==> config.mk <==
export PLATFORM = sky130hd
export DESIGN_NAME = sigmoid_share_arb
export DESIGN_NICKNAME = d
export VERILOG_FILES = /design/src/rtl/sigmoid_share_arb.sv
export SDC_FILE = /design/constraint.sdc
export NUM_CORES = 1
export LEC_CHECK = 0
export ABC_AREA = 0
export BUFFER_PORTS_ARGS = -buffer_cell sky130_fd_sc_hd__buf_2
export CAP_MARGIN = 20
export CORE_MARGIN = 2
export CORE_UTILIZATION = 33
export CTS_BUF_LIST = sky130_fd_sc_hd__clkbuf_8 sky130_fd_sc_hd__clkbuf_16
export DETAILED_ROUTE_END_ITERATION = 7
export PLACE_DENSITY_LB_ADDON = 0.2
export RECOVER_POWER = 25
export SLEW_MARGIN = 15
export SYNTH_ARGS = -nofsm -noshare
export SYNTH_HDL_FRONTEND = slang
export SYNTH_SLANG_ARGS = --single-unit
==> constraint.sdc <==
create_clock -name clk -period 3.3 [get_ports clk]
set_clock_uncertainty 0.1 [all_clocks]
set_input_delay 0.33 -clock clk [delete_from_list [all_inputs] [get_ports clk]]
set_output_delay 0.33 -clock clk [all_outputs]
set_load 0.1 [all_outputs]
==> src/rtl/sigmoid_share_arb.sv <==
// Round-robin sharing of one 1-cycle-latency sigmoid unit across NUM_REQ requesters,
// with per-requester response registers. Define SIGARB_STATS_EN for issue/stall counters.
module sigmoid_share_arb #(
  parameter int NUM_REQ = 4,
  parameter int DW      = 16
) (
  input  logic                  clk,
  input  logic                  rst,
  input  logic                  en,
  input  logic [NUM_REQ-1:0]    req_valid,
  input  logic [NUM_REQ*DW-1:0] req_x,
  output logic [NUM_REQ-1:0]    req_ready,
  output logic [NUM_REQ-1:0]    rsp_valid,
  output logic [NUM_REQ*DW-1:0] rsp_y,
  input  logic [NUM_REQ-1:0]    rsp_ready,
  output logic [DW-1:0]         sig_x,
  input  logic [DW-1:0]         sig_y,
`ifdef SIGARB_STATS_EN
  output logic [31:0]           stat_issue_cnt,
  output logic [31:0]           stat_stall_cnt,
`endif
  output logic                  busy
);

  localparam int IW = (NUM_REQ > 1) ? $clog2(NUM_REQ) : 1;

  logic [IW-1:0]      rr_ptr;
  logic [IW-1:0]      infl_id;
  logic               infl_v;
  logic [NUM_REQ-1:0] elig;
  logic               grant_v;
  logic [IW-1:0]      grant_id;

  // A requester is only eligible if its response slot is guaranteed free on completion
  always_comb begin
    for (int i = 0; i < NUM_REQ; i++) begin
      elig[i] = req_valid[i] && en && (!rsp_valid[i] || rsp_ready[i]) &&
                !(infl_v && (infl_id == IW'(i)));
    end
  end

  always_comb begin
    int idx;
    idx      = 0;
    grant_v  = 1'b0;
    grant_id = '0;
    for (int off = 0; off < NUM_REQ; off++) begin
      idx = int'(rr_ptr) + off;
      if (idx >= NUM_REQ) idx = idx - NUM_REQ;
      if (!grant_v && elig[idx]) begin
        grant_v  = 1'b1;
        grant_id = IW'(idx);
      end
    end
  end

  always_comb begin
    req_ready = '0;
    sig_x     = '0;
    if (grant_v) begin
      req_ready[grant_id] = 1'b1;
      sig_x               = req_x[int'(grant_id)*DW +: DW];
    end
  end

  always_ff @(posedge clk or negedge rst) begin
    if (!rst) begin
      rr_ptr  <= '0;
      infl_v  <= 1'b0;
      infl_id <= '0;
    end else begin
      infl_v <= grant_v;
      if (grant_v) begin
        infl_id <= grant_id;
        rr_ptr  <= (grant_id == IW'(NUM_REQ - 1)) ? '0 : grant_id + 1'b1;
      end
    end
  end

  // Completion takes priority over a same-edge pop of the same slot
  always_ff @(posedge clk or negedge rst) begin
    if (!rst) begin
      rsp_valid <= '0;
      rsp_y     <= '0;
    end else begin
      for (int i = 0; i < NUM_REQ; i++) begin
        if (infl_v && (infl_id == IW'(i))) begin
          rsp_valid[i]         <= 1'b1;
          rsp_y[i*DW +: DW]    <= sig_y;
        end else if (rsp_valid[i] && rsp_ready[i]) begin
          rsp_valid[i]         <= 1'b0;
        end
      end
    end
  end

  assign busy = infl_v | (|rsp_valid);

`ifdef SIGARB_STATS_EN
  always_ff @(posedge clk or negedge rst) begin
    if (!rst) begin
      stat_issue_cnt <= '0;
      stat_stall_cnt <= '0;
    end else begin
      if (grant_v && (stat_issue_cnt != 32'hFFFF_FFFF))
        stat_issue_cnt <= stat_issue_cnt + 32'd1;
      if ((|req_valid) && !grant_v && (stat_stall_cnt != 32'hFFFF_FFFF))
        stat_stall_cnt <= stat_stall_cnt + 32'd1;
    end
  end
`endif

endmodule

==> results.toml <==
[detailed_routing]
dr.max_layer_used = "met4"
wl_met3_um = 972
num_vias = 3182
wl_met1_mm = 4.13
via_per_inst = 4.86
dr_wl_met2_mm = 4.86
drtIter0Drc = 126
drt_first_pass_iters = 6
drt_wl_total_mm = 10.2
antenna_left = 0
avgRoutedWirePerCell_um = 15.5
route.detailed.drc = 0

[timing]
hold_viol = 0
finalCriticalPeriod_ps = 3170
max_freq_ghz = 0.315
slew_violations = 74
fin_setup_tns_ps = 0
min_period_over_period_pct = 96.2
finalSetupViolations = 0
slew_headroom_pct = -18.4
worst_hold_slack_ps = 75.4
worstMarginPinSlew_ps = 1780

[logic_synthesis]
ys_seq_elements = 73
synthesis.nets = 424
yosysUniqueCellTypes = 42
syn_area_per_cell_um2 = 10.9
syn_inst = 329
ys_seq_area_share_pct = 51.0
syn_area_um2 = 3580
yosysWarnings = 0
ys_dominant_reg_cell = "dfrtp_1"
synth_edf_count = 0
async_flop_share_pct = 100

[final_layout]
layout-drive-gt1-share_pct = 53.8
final_common_cell = "buf_2"
area_delta_synth_final_pct = 47.2
antenna_cells = 0
fillers = 1011
final_util_pct = 49.2
layout.nets = 605
final_cell_mix = "buf_2 (159), nand2_1 (103), dfrtp_1 (69)"

[min_path]
hold_path_class = "in2reg"

[critical_path]
crit_buf_inv = 1
path_depth = 7
critical_path_required_ps = 2870
r2r_slack_ps = 900
max_stage_delay_ps = 500
crit_end = "sig_x[5]"
worst_r2r_path_depth = 8
cp.arrival_ps = 2740
crit_type = "reg2out"
r2r-start = "infl_v"
crit_chain = "and3b_2 > nor3b_2 > a311o_4 > nand2_8 > a221oi_1 > a211oi_4 > buf_12"
path_max_fanout = 26
slowest_stage = "a221oi_1"
startpoint_type = "register"
worstSetupStartpoint = "infl_id[1]"
cp-end-kind = "output pin"
r2r_end = "rr_ptr[1]"
critical-path-top-delay-family = "compound AO/OA/AOI/OAI gates"

[clocking]
cts_hold_buf = 0
clk_pin_slew_worst_paths_ps = 70
clk_latency_ps = 350
cts_buffer_depth = 2
numCtsBuffers = 9
cts_tree = "yes"
cts_sinks = 73
root_buffer = "clkbuf_8"
htreeDepth = 3

[run_status]
violations = "capacitance limit, slew limit"
status = "complete, but fails checks"

[global_routing]
grt_pass1_vias = 3171
grt_pass1_wl_mm = 15.8
antenna_found_initial = 0
grt_max_degree = 74
track_usage_pct = 17.7
grt_overflow = 0

[die]
dieArea_um2 = 11700
die_y_um = 108
rows = 38
core-area_um2 = 10700
start_util_pct = 33.5
boundaryPins = 180
die_x_um = 108

[place]
dp_hpwl_mm = 7.50
gp_congestion = 0.708
numPortBuffers = 179

[run]
maxCapViolCount = 1
[state kept, by name, summed over array words and instances, names as in the netlist]
register	cells
rsp_y	64
rr_ptr	2
infl_id	2
infl_v	1
rsp_valid	4
[stage by stage]
stage / instances / cell area [µm²] / setup WS, ps
6_report: 655 / 5270 / 126
5_1_grt: 655 / 5270 / -0.503
4_1_cts: 654 / 5200 / 30.9
3_5_place_dp: 638 / 4990 / 326
3_3_place_gp: 638 / 4990 / 387
2_1_floorplan: 329 / 3720 / 15.2
[timing repair]
item	4_1_cts	5_1_grt
cloned	0	0
buffers inserted	0	1
endpoints found under the setup margin	14	17
resized for setup	1	12
[per-layer routing]
metal / vias to the layer above / global-route usage, %
met5: - / 0
met4: 0 / 7.14
met3: 15 / 5.12
met2: 171 / 28.6
met1: 1507 / 22.2
li1: 1489 / -
[how the worst min path moves through the flow]
stage	start	endpoint	slack, ps	cells past startpoint
final	rsp_ready[3]	rsp_valid[3]	80	2
after detailed placement	rsp_y[11]	rsp_y[11]	360	2
after floorplan	rst	infl_id[0]	-70	0
after CTS	rst	rsp_y[57]	50	1
after global placement	rsp_y[9]	rsp_y[9]	360	2
after global routing	rsp_ready[3]	rsp_valid[3]	70	2
[area by class of cell]
| class | instances | area [µm²] | area share [%] |
|---|---|---|---|
| Timing Repair Buffer | 187 | 1250 | 23.8 |
| Tap cell | 140 | 175 | 3.33 |
| Clock inverter | 6 | 58.8 | 1.12 |
| Inverter | 5 | 22.5 | 0.428 |
| Clock buffer | 10 | 138 | 2.61 |
| Sequential cell | 73 | 1830 | 34.8 |
| Multi-Input combinational cell | 234 | 1790 | 33.9 |
[synth_stat cells (2+ instances only)]
cell type / instances / area, µm²
o22ai_1: 10 / 62.6
buf_6: 8 / 90.1
mux2i_1: 26 / 260
nand2_1: 103 / 387
nor2_1: 2 / 7.51
nand4_1: 2 / 12.5
a211oi_1: 6 / 45.0
ha_1: 4 / 50.1
and2_1: 11 / 68.8
nand3b_2: 2 / 22.5
nand3_1: 2 / 10.0
inv_1: 5 / 18.8
clkbuf_1: 5 / 18.8
a21o_1: 3 / 22.5
mux2_2: 32 / 360
nand2b_1: 3 / 18.8
dfrtp_1: 73 / 1830
a221oi_1: 6 / 52.6
o21ai_0: 3 / 15.0
[cell families after synthesis]
kind of cell | Yosys count | share of synthesized area (%)
muxes | 58 | 17.3
and+or+nand+nor | 138 | 18.4
adders and majority gates | 4 | 1.40
AOI/OAI and AO/OA | 34 | 7.27
DFF | 73 | 51.0
buffers and inverters | 22 | 4.58
Power is not shown: default switching activity piles up to over one toggle a cycle in this logic, so the estimate is an artifact.
